===== src/rtl/voq_slot_scheduler_if.sv =====
// Scheduler bus: VOQ occupancy in, crossgrid control and FIFO read strobes out.
// master = request source / crossbar side, slave = the scheduler.
interface voq_slot_scheduler_if #(
  parameter int number_ports = 4
);
  logic [number_ports*number_ports-1:0] request;
  logic [number_ports*number_ports-1:0] ctr;
  logic [number_ports-1:0]              read_en;
  logic                                 match_valid;
  logic                                 busy;

  modport master (output request, input ctr, input read_en, input match_valid, input busy);
  modport slave  (input request, output ctr, output read_en, output match_valid, output busy);
endinterface


===== src/rtl/voq_slot_scheduler.sv =====
// Slot-based iSLIP scheduler for an NxN crossbar.
// Snapshots VOQ occupancy, runs up to ITERATIONS request/grant/accept rounds with
// round-robin pointers, then holds the crossgrid word for CELL_CYCLES cycles and
// pulses the read enable of every matched input FIFO once.
// Optional build macro SCHED_STATS_EN adds a saturating match_count output.
module voq_slot_scheduler #(
  parameter int number_ports = 4,
  parameter int ITERATIONS   = 2,
  parameter int CELL_CYCLES  = 2
) (
  input  logic                  clk,
  input  logic                  reset,
  voq_slot_scheduler_if.slave   sif
`ifdef SCHED_STATS_EN
  ,
  output logic [15:0]           match_count
`endif
);

  localparam int N  = number_ports;
  localparam int NN = N * N;
  localparam int PW = $clog2(N);
  localparam int CW = $clog2(CELL_CYCLES + 1);
  localparam logic [4:0]    ITER_LAST = 5'(ITERATIONS - 1);
  localparam logic [CW-1:0] CC_LAST   = CW'(CELL_CYCLES);

  typedef enum logic [1:0] {IDLE, GRANT, ACCEPT, XFER} state_t;

  state_t          state_q, state_d;
  logic [NN-1:0]   snap_q, gnt_q, gnt_d, acc_d;
  logic [NN-1:0]   match_q, match_d, first_q, first_d;
  logic [NN-1:0]   ctr_q, ctr_d;
  logic [N-1:0]    rd_q, rd_d, row_m, col_m;
  logic            mv_q, mv_d, busy_q, xfer_go;
  logic [4:0]      iter_q, iter_d;
  logic [CW-1:0]   cnt_q, cnt_d;
  logic [PW-1:0]   gptr_q [N];
  logic [PW-1:0]   gptr_d [N];
  logic [PW-1:0]   aptr_q [N];
  logic [PW-1:0]   aptr_d [N];

  // Round-robin distance of idx from pointer ptr (0 = highest priority).
  function automatic int rot_dist(input int idx, input logic [PW-1:0] ptr);
    int p;
    p = int'(ptr);
    return (idx >= p) ? (idx - p) : (idx + N - p);
  endfunction

`ifdef SCHED_STATS_EN
  function automatic int popcount(input logic [NN-1:0] v);
    int c;
    c = 0;
    for (int k = 0; k < NN; k++) c += int'(v[k]);
    return c;
  endfunction

  function automatic logic [15:0] sat_add(input logic [15:0] a, input int b);
    logic [16:0] s;
    s = {1'b0, a} + 17'(b);
    return s[16] ? 16'hFFFF : s[15:0];
  endfunction
`endif

  // Which inputs (rows) and outputs (columns) are already in the match set.
  always_comb begin
    row_m = '0;
    col_m = '0;
    for (int i = 0; i < N; i++)
      for (int j = 0; j < N; j++)
        if (match_q[i*N+j]) begin
          row_m[i] = 1'b1;
          col_m[j] = 1'b1;
        end
  end

  // Grant: each free output picks the nearest free requesting input from its pointer.
  always_comb begin
    int best, win;
    gnt_d = '0;
    for (int j = 0; j < N; j++) begin
      best = N;
      win  = 0;
      for (int i = 0; i < N; i++)
        if (snap_q[i*N+j] && !row_m[i] && !col_m[j] && rot_dist(i, gptr_q[j]) < best) begin
          best = rot_dist(i, gptr_q[j]);
          win  = i;
        end
      for (int i = 0; i < N; i++)
        if (best < N && win == i) gnt_d[i*N+j] = 1'b1;
    end
  end

  // Accept: each free input picks the nearest granting output from its pointer.
  always_comb begin
    int best, win;
    acc_d = '0;
    for (int i = 0; i < N; i++) begin
      best = N;
      win  = 0;
      for (int j = 0; j < N; j++)
        if (gnt_q[i*N+j] && !row_m[i] && rot_dist(j, aptr_q[i]) < best) begin
          best = rot_dist(j, aptr_q[i]);
          win  = j;
        end
      for (int j = 0; j < N; j++)
        if (best < N && win == j) acc_d[i*N+j] = 1'b1;
    end
  end

  // Next state and next registered outputs.
  always_comb begin
    logic [N-1:0] cols_all;
    state_d  = state_q;
    match_d  = match_q;
    first_d  = first_q;
    iter_d   = iter_q;
    cnt_d    = cnt_q;
    ctr_d    = ctr_q;
    rd_d     = '0;
    mv_d     = mv_q;
    xfer_go  = 1'b0;
    cols_all = col_m;
    for (int i = 0; i < N; i++)
      for (int j = 0; j < N; j++)
        if (acc_d[i*N+j]) cols_all[j] = 1'b1;
    case (state_q)
      IDLE: begin
        if (|sif.request) begin
          state_d = GRANT;
          match_d = '0;
          first_d = '0;
          iter_d  = '0;
        end
      end
      GRANT: state_d = ACCEPT;
      ACCEPT: begin
        match_d = match_q | acc_d;
        if (iter_q == '0) first_d = acc_d;
        if (iter_q == ITER_LAST || acc_d == '0 || &cols_all) begin
          state_d = XFER;
          cnt_d   = '0;
          xfer_go = 1'b1;
        end else begin
          iter_d  = iter_q + 5'd1;
          state_d = GRANT;
        end
      end
      XFER: begin
        if (cnt_q == '0) begin
          ctr_d = match_q;
          rd_d  = row_m;
          mv_d  = 1'b1;
          cnt_d = cnt_q + CW'(1);
        end else if (cnt_q == CC_LAST) begin
          ctr_d   = '0;
          mv_d    = 1'b0;
          state_d = IDLE;
        end else begin
          cnt_d = cnt_q + CW'(1);
        end
      end
      default: state_d = IDLE;
    endcase
  end

  // iSLIP pointer advance from first-iteration matches only.
  always_comb begin
    for (int k = 0; k < N; k++) begin
      gptr_d[k] = gptr_q[k];
      aptr_d[k] = aptr_q[k];
    end
    for (int i = 0; i < N; i++)
      for (int j = 0; j < N; j++)
        if (first_d[i*N+j]) begin
          gptr_d[j] = PW'((i + 1) % N);
          aptr_d[i] = PW'((j + 1) % N);
        end
  end

  // Control state, match set, pointers and registered outputs.
  always_ff @(posedge clk or posedge reset) begin
    if (reset) begin
      state_q <= IDLE;
      match_q <= '0;
      first_q <= '0;
      iter_q  <= '0;
      cnt_q   <= '0;
      ctr_q   <= '0;
      rd_q    <= '0;
      mv_q    <= 1'b0;
      busy_q  <= 1'b0;
      for (int k = 0; k < N; k++) begin
        gptr_q[k] <= '0;
        aptr_q[k] <= '0;
      end
    end else begin
      state_q <= state_d;
      match_q <= match_d;
      first_q <= first_d;
      iter_q  <= iter_d;
      cnt_q   <= cnt_d;
      ctr_q   <= ctr_d;
      rd_q    <= rd_d;
      mv_q    <= mv_d;
      busy_q  <= (state_d != IDLE);
      if (xfer_go)
        for (int k = 0; k < N; k++) begin
          gptr_q[k] <= gptr_d[k];
          aptr_q[k] <= aptr_d[k];
        end
    end
  end

  // Occupancy snapshot and grant register; only meaningful once a slot is running.
  always_ff @(posedge clk) begin
    if (state_q == IDLE) snap_q <= sif.request;
    gnt_q <= gnt_d;
  end

`ifdef SCHED_STATS_EN
  // Saturating count of cells matched across all slots.
  always_ff @(posedge clk or posedge reset) begin
    if (reset)        match_count <= '0;
    else if (xfer_go) match_count <= sat_add(match_count, popcount(match_d));
  end
`endif

  assign sif.ctr         = ctr_q;
  assign sif.read_en     = rd_q;
  assign sif.match_valid = mv_q;
  assign sif.busy        = busy_q;

endmodule


===== src/flat_wrapper.sv =====
// flat-port wrapper written by rule: the top's interface ports become plain ports
module voq_slot_scheduler_flat 
#(
  parameter int number_ports = 4,
  parameter int ITERATIONS   = 2,
  parameter int CELL_CYCLES  = 2
)
  (clk, reset, sif_request, sif_ctr, sif_read_en, sif_match_valid, sif_busy);
  voq_slot_scheduler_if #(.number_ports(number_ports)) sif_i ();
  input  logic clk;
  input  logic reset;
  input wire logic [$bits(sif_i.request)-1:0] sif_request;
  output wire logic [$bits(sif_i.ctr)-1:0] sif_ctr;
  output wire logic [$bits(sif_i.read_en)-1:0] sif_read_en;
  output wire logic [$bits(sif_i.match_valid)-1:0] sif_match_valid;
  output wire logic [$bits(sif_i.busy)-1:0] sif_busy;
  assign sif_i.request = sif_request;
  assign sif_ctr = sif_i.ctr;
  assign sif_read_en = sif_i.read_en;
  assign sif_match_valid = sif_i.match_valid;
  assign sif_busy = sif_i.busy;
  voq_slot_scheduler #(.number_ports(number_ports), .ITERATIONS(ITERATIONS), .CELL_CYCLES(CELL_CYCLES)) u_core (.clk(clk), .reset(reset), .sif(sif_i));
endmodule

===== config.mk =====
export PLATFORM = sky130hd
export DESIGN_NAME = voq_slot_scheduler_flat
export DESIGN_NICKNAME = d
export VERILOG_FILES = /design/src/rtl/voq_slot_scheduler_if.sv /design/src/rtl/voq_slot_scheduler.sv /design/src/flat_wrapper.sv
export SDC_FILE = /design/constraint.sdc
export NUM_CORES = 1
export LEC_CHECK = 0
export BUFFER_PORTS_ARGS = -buffer_cell sky130_fd_sc_hd__buf_2
export CAP_MARGIN = 0
export CORE_MARGIN = 2
export CORE_UTILIZATION = 62
export CTS_CLUSTER_DIAMETER = 60
export DETAILED_ROUTE_END_ITERATION = 12
export PLACE_DENSITY = 0.81
export SLEW_MARGIN = 0
export SYNTH_ARGS = -nofsm -noshare
export SYNTH_HDL_FRONTEND = slang
export SYNTH_SLANG_ARGS = --single-unit
export TNS_END_PERCENT = 20

===== constraint.sdc =====
create_clock -name clk -period 6.59 [get_ports clk]
set_clock_uncertainty 0.2 [all_clocks]
set_input_delay 1.6475 -clock clk [delete_from_list [all_inputs] [get_ports clk]]
set_output_delay 1.6475 -clock clk [all_outputs]
set_load 0.005 [all_outputs]

==> results of run 1 <==
-- worst paths after layout --
| check | to | cells after the start | startpoint | slack, ns |
|---|---|---|---|---|
| setup / recovery | u_core.gptr_q[4] | 24 | u_core.match_q[1] | 0.30 |
| hold / removal | u_core.sif.match_valid | 2 | u_core.sif.match_valid | 0.28 |
| setup reg to reg | u_core.gptr_q[4] | 24 | u_core.match_q[1] | 0.30 |
| hold reg to reg | u_core.sif.match_valid | 2 | u_core.sif.match_valid | 0.28 |
| max in group asynchronous | u_core.aptr_q[3] | 3 | reset | 4.16 |
| min in group asynchronous | u_core.sif.busy | 3 | reset | 1.41 |
-- cell usage after synthesis, types with 8 or more instances --
cell / n / area, um^2
dfrtp_1: 79 / 1977
edfxtp_1: 16 / 480.5
o21ai_0: 65 / 325.3
nand3_1: 50 / 250.2
o221ai_1: 9 / 78.83
nor4_1: 9 / 56.30
nor3_1: 11 / 55.05
a21o_1: 9 / 67.56
nor2_1: 57 / 214.0
o211ai_1: 10 / 75.07
clkbuf_1: 19 / 71.32
inv_1: 54 / 202.7
nand2_1: 57 / 214.0
a22o_1: 26 / 227.7
or2_2: 8 / 50.05
a21oi_1: 42 / 210.2
mux2i_1: 10 / 100.1
nand4_1: 9 / 56.30
nor2b_1: 13 / 81.33
ha_1: 69 / 863.3
and2_1: 14 / 87.58
dfxtp_1: 16 / 320.3
a31oi_1: 9 / 56.30
nand2b_1: 13 / 81.33
and3_1: 15 / 93.84
-- per-layer routing --
layer | routed length [um] | track usage [%]
met5 | 0 | 0
met2 | 9457 | 51.86
met4 | 841 | 15.53
met1 | 8626 | 45.32
met3 | 1921 | 7.874
-- flip-flops by register name, summed over array words and instances (netlist names) --
register,flops
u_core.aptr_q,8
u_core.cnt_q,2
u_core.first_q,16
u_core.gnt_q,16
u_core.gptr_q,8
u_core.iter_q,5
u_core.match_q,16
u_core.sif.busy,1
u_core.sif.ctr,16
u_core.sif.match_valid,1
u_core.sif.read_en,4
u_core.snap_q,16
u_core.state_q,2
-- stage by stage --
stage / total power [uW] / setup TNS (ns) / hold WS [ns] / std cells
final: 4689 / 0 / 0.2777 / 1011
after global routing: 5038 / -0.0001861 / 0.3125 / 1011
after CTS: 4589 / 0 / 0.2815 / 1011
after detailed placement: 3994 / 0 / 0.2628 / 995
after global placement: 3904 / 0 / 0.2574 / 995
after floorplan: 3114 / 0 / 0.2680 / 817
-- cells by family (layout without fill, tap and decap cells) --
group | count (synthesis) | after routing | share of synthesized area [%]
and+or+nand+nor | 291 | 291 | 21.18
AOI/OAI and AO/OA | 253 | 253 | 23.70
DFF | 111 | 111 | 37.55
buffers and inverters | 82 | 133 | 4.398
adders and majority gates | 69 | 69 | 11.67
muxes | 11 | 11 | 1.505
-- power groups by stage --
stage	clock (uW)	combinational, uW	sequential [uW]
global placement	0	2710	1190
CTS	581	2810	1190
detailed placement	0	2790	1200
global route	605	3200	1230
floorplan	0	2000	1110
finish	575	2910	1200
-- what timing repair did --
item | in CTS | in global routing
setup endpoints to repair | 0 | 21
hold endpoints to repair | 0 | 0
buffers inserted | 0 | 0
resized for setup | 0 | 7
-- worst max-delay path, stage by stage (launching register included) --
cell,delay [ns]
dfrtp_1,0.48
nor4_4,0.39
nand2_2,0.14
inv_1,0.07
ha_1,0.18
inv_1,0.05
a21oi_1,0.34
nor3_1,0.11
ha_1,0.19
or3b_2,0.47
nor2_1,0.10
a31oi_1,0.17
nor2_1,0.49
nor2_1,0.10
a21oi_1,0.14
ha_1,0.26
nor2b_1,0.16
a2111oi_2,0.35
o311ai_2,0.19
nor3b_1,0.23
or4_4,0.46
nand3_1,0.35
a21oi_1,0.13
buf_4,0.20
a22oi_1,0.25
-- cell usage in the layout, fill, tap and decap left out, drive strengths merged, types with 6 or more instances in the layout --
cell	n
buf	62
nor2	57
nand3	50
a211oi	6
a31oi	10
and3	16
inv	56
nor4	13
ha	69
o311ai	6
o21ai	69
nand4	9
nand2	58
dfrtp	79
mux2i	10
nor3	12
a22o	26
nor2b	13
clkbuf	9
o211ai	10
o221ai	9
nand2b	13
dfxtp	16
and2	14
edfxtp	16
a21o	9
a21oi	43
or2	9
-- layout make-up --
class,instances,area (um^2)
clock buffers,9,225.2
clock inverters,7,91.34
fillers,890,3322
inverters,55,207.7
multi-input cells,624,4345
flip-flops and latches,111,2778
well taps,143,178.9
repair buffers,62,367.9
==> results.sh, run 1 <==
export IMPL_grt_overflow=0
export IMPL_ys_seq_area_share_pct=37.55
export IMPL_synth_nets=904
export IMPL_synth_area_um2=7397
export IMPL_syn_inst=817
export IMPL_port_buffers=39
export IMPL_slew_viol_final=0
export IMPL_violations="DRC"
export IMPL_endpoint_kind="register"
export IMPL_p_leak_uw=0.003785
export IMPL_synth_async_reset_ratio_pct=71.17
export IMPL_outcome="finished with violations"
export IMPL_clkLatencyLatePin_ns=0.36
export IMPL_numCtsBuffers=9
export IMPL_io_pins=40
export IMPL_critPathMaxFanout=8
export IMPL_required_ns=6.64
export IMPL_drt_iter0_markers=1041
export IMPL_core_area_um2=11520
export IMPL_initial_core_util_pct=64.23
export IMPL_placement_rows=39
export IMPL_cp_arrival_ns=6.34
export IMPL_synth_edff_count=16
export IMPL_final_layout_size_suffix_gt1_share_pct=13.36
export IMPL_area_delta_synth_final_pct=10.77
export IMPL_cts_root_buf="clkbuf_16"
export IMPL_seqPwrFrac_pct=25.7
export IMPL_finalHoldViolCount=0
export IMPL_power_internal_uw=2335
export IMPL_synth_cell_types=86
export IMPL_antenna_found_initial=0
export IMPL_final_core_util_pct=71.15
export IMPL_p_per_area_nw_per_um2=572.2
export IMPL_fin_crit_ns=6.294
export IMPL_grt_max_degree=80
export IMPL_hp_class="register to register"
export IMPL_drt_total_wl_um=20850
export IMPL_min_period_over_period_pct=95.50
export IMPL_setup_ws_ns=0.2964
export IMPL_p_comb_share_pct=62.1
export IMPL_netSwitchingFraction_pct=50.20
export IMPL_diodes=0
export IMPL_crit_path_start_kind="register"
export IMPL_die_h_um=113.2
export IMPL_fin_area_um2=8194
export IMPL_placed_area_um2=7835
export IMPL_clock_sinks=111
export IMPL_max_slew_margin_pct=33.58
export IMPL_syn_avg_cell_area_um2=9.054
export IMPL_first_pass_iters=10
export IMPL_setup_viol=0
export IMPL_final_nets=950
export IMPL_cts_clk_slew_worst_paths_ns=0.08
export IMPL_vias_per_cell=6.749
export IMPL_dp_hpwl_um=15510
export IMPL_clkPwrFrac_pct=12.3
export IMPL_hold_buffers=0
export IMPL_fp_dieW_um=113.2
export IMPL_grt_pass1_vias=6607
export IMPL_vdd_drop_max_mv=0.3144
export IMPL_clock_path_buffers=2
export IMPL_power_switching_uw=2354
export IMPL_ys_seq_elements=111
export IMPL_ys_warnings_count=0
export IMPL_dieArea_um2=12820
export IMPL_grtUsageTotal_pct=33.67
export IMPL_cap_violations=0
export IMPL_gp_congestion=0.9897
export IMPL_grt_first_pass_wirelength_um=33820
export IMPL_drc=1
export IMPL_tightest_slew_ns=0.9963
export IMPL_drtAntennaViolNets=0
export IMPL_max_freq_ghz=0.1589
export IMPL_synthFlopType="dfrtp_1"
export IMPL_htree_num_levels=3
export IMPL_via_count=6823
export IMPL_critPathKind="register to register"
export IMPL_place_ws_ns=0.1353
export IMPL_wire_per_inst_um=20.62
export IMPL_tritoncts="done"
Power figures use the tool's default switching activity.
==> run 2, diff against run 1 <==
Settings changed: REMOVE_ABC_BUFFERS from default to 1.
==> run 2 against run 1 <==
Against the previous run: the flow still finishes with violations (DRC); clock-buffer cell count unchanged; sequential share of layout area rose by 0.078 points; register-to-register slack better by 0.17 ns; largest cell class unchanged.
==> results.sh, run 2 (same netlist as run 1, synthesis figures left out) <==
export IMPL_nFillCells=931
export IMPL_crit_start="u_core.match_q[8]"
export IMPL_p_per_area_nw_per_um2=565.1
export IMPL_crit_path_start_kind="register"
export IMPL_tightest_slew_ns=1.258
export IMPL_slew_viol_final=0
export IMPL_setup_tns_ns=0
export IMPL_violations="DRC"
export IMPL_final_layout_size_suffix_gt1_share_pct=13.20
export IMPL_grt_overflow=0
export IMPL_numCtsBuffers=9
export IMPL_r2r_start="u_core.match_q[8]"
export IMPL_setup_ws_ns=0.4635
export IMPL_min_period_over_period_pct=92.97
export IMPL_grt_first_pass_wirelength_um=32540
export IMPL_clkLatencyLatePin_ns=0.37
export IMPL_endpoint="u_core.gptr_q[6]"
export IMPL_max_slew_margin_pct=16.16
export IMPL_grtUsageTotal_pct=32.28
export IMPL_final_common_cell="dfrtp_1"
export IMPL_via_count=6699
export IMPL_vias_per_cell=6.607
export IMPL_port_buffers=39
export IMPL_multiInputGateArea_um2=4309
export IMPL_finalNonFillerCells=1014
export IMPL_wire_per_inst_um=19.88
export IMPL_clock_sinks=111
export IMPL_final_nets=953
export IMPL_dieArea_um2=12820
export IMPL_p_leak_uw=0.003797
export IMPL_required_ns=6.64
export IMPL_vdd_drop_max_mv=0.3497
export IMPL_critPathMaxFanout=8
export IMPL_outcome="finished with violations"
export IMPL_fin_crit_ns=6.126
export IMPL_final_core_util_pct=70.99
export IMPL_fp_dieW_um=113.2
export IMPL_max_freq_ghz=0.1632
export IMPL_drt_iter0_markers=707
export IMPL_clock_path_buffers=2
export IMPL_rsz0062_at_grt="no"
export IMPL_reg2reg_slack_ns=0.46
export IMPL_antenna_found_initial=0
export IMPL_cts_clk_slew_worst_paths_ns=0.08
export IMPL_initial_core_util_pct=64.23
export IMPL_gp_congestion=1.004
export IMPL_die_h_um=113.2
export IMPL_tritoncts="done"
export IMPL_critPathKind="register to register"
export IMPL_drc=6
export IMPL_diodes=0
export IMPL_finalHoldViolCount=0
export IMPL_grt_pass1_vias=6357
export IMPL_regArea_um2=2778
export IMPL_cts_root_buf="clkbuf_16"
export IMPL_endpoint_kind="register"
export IMPL_cap_violations=0
export IMPL_area_delta_synth_final_pct=10.52
export IMPL_grt_max_degree=80
export IMPL_placement_rows=39
export IMPL_htree_num_levels=3
export IMPL_dp_hpwl_um=15460
export IMPL_hp_class="register to register"
export IMPL_dp_cells=997
export IMPL_reg2reg_depth=25
export IMPL_timing_rr_end="u_core.gptr_q[6]"
export IMPL_first_pass_iters=9
export IMPL_final_cell_mix="79 x dfrtp_1, 69 x ha_1, 65 x o21ai_0"
export IMPL_drtAntennaViolNets=0
export IMPL_drt_total_wl_um=20160
export IMPL_place_ws_ns=0.2428
export IMPL_setup_viol=0
export IMPL_io_pins=40
export IMPL_hold_buffers=0
export IMPL_cp_arrival_ns=6.18
export IMPL_core_area_um2=11520
export IMPL_holdWs_ns=0.2842
[run 2: final cells by class]
cell class / count / area share (%)
Clock buffer: 9 / 2.755
Clock inverter: 7 / 1.056
Inverter: 55 / 2.541
Multi-Input combinational cell: 624 / 52.71
Sequential cell: 111 / 33.98
Tap cell: 143 / 2.189
Timing Repair Buffer: 65 / 4.775
[run 2: power by group]
| group | total, uW | switching (uW) | internal [uW] |
|---|---|---|---|
| clock | 560 | 286 | 273 |
| sequential | 1190 | 262 | 932 |
| combinational | 2870 | 1760 | 1110 |
[run 2: worst min path at each step]
| stage | startpoint | to | cells after the start |
|---|---|---|---|
| finish | u_core.sif.match_valid | u_core.sif.match_valid | 2 |
| detailed placement | u_core.sif.match_valid | u_core.sif.match_valid | 2 |
| global placement | u_core.sif.match_valid | u_core.sif.match_valid | 2 |
| global route | u_core.sif.match_valid | u_core.sif.match_valid | 2 |
| CTS | u_core.sif.match_valid | u_core.sif.match_valid | 2 |
| floorplan | u_core.sif.match_valid | u_core.sif.match_valid | 2 |
[run 2: timing repair]
item | 4_1_cts | 5_1_grt
gates resized for setup | 0 | 3
endpoints found under the setup margin | 0 | 23
setup buffers | 0 | 1
[run 2: routing by layer]
metal	GRT usage, %	share of wire (%)	routed length, um	up-vias
met1	43.04	42	8491	3189
met4	12.20	3.1	617	0
met2	52.18	47	9529	310
met5	0	0	0	-
met3	6.642	7.5	1519	47
li1	-	-	-	3153
[run 2: critical path, cell delays in order (launching register included)]
cell      delay [ns]
dfrtp_1         0.45
nor4_2          0.44
nand2_1         0.17
inv_1           0.08
ha_1            0.18
a21boi_2        0.31
o21ai_0         0.18
nand3_1         0.19
a21oi_1         0.12
ha_1            0.20
a211o_1         0.25
o21ai_1         0.26
nand4_1         0.20
a21o_1          0.20
ha_1            0.28
nor2b_1         0.13
o21ai_0         0.24
nor2_1          0.07
mux2i_1         0.16
o41ai_1         0.11
buf_4           0.16
or4_4           0.54
nand3_1         0.31
a21oi_1         0.19
buf_4           0.20
o211a_1         0.21
[run 2: metrics by stage]
step / cell area [um^2] / power (uW)
2_1_floorplan: 7278 / 3037
3_3_place_gp: 7850 / 3902
3_5_place_dp: 7850 / 3974
4_1_cts: 8162 / 4550
5_1_grt: 8175 / 4983
6_report: 8175 / 4619
==> run 3, diff against run 2 <==
Settings changed: CAP_MARGIN 0 to 20, CORE_UTILIZATION 62 to 67, PLACE_DENSITY 0.81 to 0.86.
Clock period 6.59 ns to 7.2 ns, I/O delays scaled along.
==> run 3 against run 2 <==
Against the previous run: wire length grew 2.8%; the run now ends clean; worst setup slack worse by 0.060 ns; final area fell by 1.7%; sequential power shrank 8%; register-to-register slack worse by 0.06 ns; first-iteration DRC count rose by 8.8%; maximum frequency down 9.9%; final cell count shrank 0.69%; largest power group unchanged; sequential share of layout area increased by 0.58 points.
==> results.sh, run 3 (same netlist as run 1, synthesis figures left out) <==
export IMPL_vias_per_cell=6.849
export IMPL_hp_class="register to register"
export IMPL_grt_use_met3_pct=8.667
export IMPL_finalNonFillerCells=1007
export IMPL_finalHoldViolCount=0
export IMPL_gr_usage_met2_pct=58.03
export IMPL_r2r_start="u_core.match_q[15]"
export IMPL_antenna_found_initial=0
export IMPL_fp_dieW_um=109.1
export IMPL_cts_setup_buffers=0
export IMPL_area_delta_synth_final_pct=8.677
export IMPL_vdd_drop_max_mv=0.3220
export IMPL_clock_sinks=111
export IMPL_slew_viol_final=0
export IMPL_placed_area_um2=7824
export IMPL_holdWs_ns=0.3098
export IMPL_max_slew_margin_pct=32.50
export IMPL_numCtsBuffers=9
export IMPL_htree_num_levels=3
export IMPL_grt_use_met1_pct=45.64
export IMPL_drt_iter0_markers=769
export IMPL_crit_family="compound AO/OA/AOI/OAI gates"
export IMPL_core_area_um2=10790
export IMPL_critPathKind="register to register"
export IMPL_netSwitchingFraction_pct=51.11
export IMPL_power_internal_uw=2013
export IMPL_p_leak_uw=0.003730
export IMPL_crit_path_start_kind="register"
export IMPL_timing_rr_end="u_core.aptr_q[3]"
export IMPL_required_ns=7.24
export IMPL_rsz0062_at_grt="no"
export IMPL_hold_buffers=0
export IMPL_ctsResizeCount=0
export IMPL_grt_pass1_vias=6585
export IMPL_grt_overflow=0
export IMPL_p_comb_share_pct=63.6
export IMPL_hold_end="u_core.sif.match_valid"
export IMPL_dp_cells=990
export IMPL_critPathMaxFanout=20
export IMPL_via_count=6897
export IMPL_fin_crit_ns=6.797
export IMPL_reg2reg_depth=26
export IMPL_outcome="complete, no violations"
export IMPL_dieArea_um2=11900
export IMPL_setup_tns_ns=0
export IMPL_fin_area_um2=8039
export IMPL_final_layout_size_suffix_gt1_share_pct=12.57
export IMPL_drc=0
export IMPL_cts_root_buf="clkbuf_8"
export IMPL_drt_total_wl_um=20710
export IMPL_cts_clk_slew_worst_paths_ns=0.11
export IMPL_first_pass_iters=5
export IMPL_p_per_area_nw_per_um2=512.1
export IMPL_dp_hpwl_um=15640
export IMPL_setup_viol=0
export IMPL_io_pins=40
export IMPL_critPathBufInv=3
export IMPL_max_freq_ghz=0.1471
export IMPL_min_period_over_period_pct=94.40
export IMPL_gp_congestion=1.000
export IMPL_diodes=0
export IMPL_cap_violations=0
export IMPL_die_h_um=109.1
export IMPL_tritoncts="done"
export IMPL_max_stage_delay_ns=0.74
export IMPL_initial_core_util_pct=68.54
export IMPL_port_buffers=39
export IMPL_tightest_slew_ns=1.013
export IMPL_reg2reg_slack_ns=0.40
export IMPL_final_common_cell="dfrtp_1"
export IMPL_min_path_cells=2
export IMPL_wire_per_inst_um=20.57
export IMPL_total_power_uw=4117
export IMPL_drtAntennaViolNets=0
export IMPL_placement_rows=38
export IMPL_grt_first_pass_wirelength_um=33190
export IMPL_cp_arrival_ns=6.84
export IMPL_clock_path_buffers=2
export IMPL_endpoint_kind="register"
export IMPL_final_nets=949
export IMPL_grt_max_degree=80
export IMPL_hp_start="u_core.sif.match_valid"
export IMPL_busiest_layer="met2"
export IMPL_grtUsageTotal_pct=36.38
export IMPL_clkPwrFrac_pct=9.5
export IMPL_seqPwrFrac_pct=26.8
export IMPL_clkLatencyLatePin_ns=0.39
export IMPL_power_switching_uw=2104
export IMPL_final_cell_mix="79 x dfrtp_1, 69 x ha_1, 65 x o21ai_0"
export IMPL_cpMaxStageDelayCell="o21ai_1"
run 3: changes by cell type in the layout (fill, tap and decap cells not counted), sizes merged:
cell      before  now
buf           65   61
bufinv         0    1
clkbuf         9   10
clkinv         4    2
clkinvlp       0    1
inv           58   57
run 3: layout make-up:
class	instances	area, um^2
inverters	55	207.7
fillers	808	2754
flip-flops and latches	111	2778
clock buffers	10	137.6
well taps	140	175.2
multi-input cells	624	4303
repair buffers	61	371.6
clock inverters	6	66.31
run 3: per-stage QoR:
| stage | utilization (%) | worst slack, ns |
|---|---|---|
| after floorplan | - | 0.9809 |
| after global placement | 72.35 | 0.7021 |
| after detailed placement | 72.49 | 0.5756 |
| after CTS | 74.38 | 0.5193 |
| after global routing | 74.48 | 0.1134 |
| final | 74.48 | 0.4031 |
run 3: metal layers:
metal  routed length (um)  vias to the layer above
met5                    0                        -
met4                  946                        0
met3                 1779                       81
met2                 9677                      390
met1                 8309                     3274
li1                     -                     3152
run 3: worst max-delay path by stage:
| stage | from | cells past startpoint | endpoint |
|---|---|---|---|
| 3_5_place_dp | u_core.match_q[15] | 26 | u_core.aptr_q[3] |
| 5_1_grt | u_core.match_q[15] | 25 | u_core.gptr_q[2] |
| 6_report | u_core.match_q[15] | 26 | u_core.aptr_q[3] |
| 2_1_floorplan | u_core.match_q[8] | 23 | u_core.aptr_q[3] |
| 3_3_place_gp | u_core.match_q[4] | 22 | u_core.aptr_q[3] |
| 4_1_cts | u_core.match_q[15] | 26 | u_core.aptr_q[3] |
run 3: power groups by stage:
stage | clock network, uW | registers (uW) | logic (uW)
2_1_floorplan | 0 | 1030 | 1750
3_3_place_gp | 0 | 1090 | 2450
3_5_place_dp | 0 | 1100 | 2540
4_1_cts | 397 | 1090 | 2560
5_1_grt | 422 | 1130 | 2880
6_report | 393 | 1100 | 2620
run 3: worst min-delay path, cell delays in order, from the launching register on:
cell     delay, ns
dfrtp_1       0.37
nand2_1       0.05
nand2_1       0.06
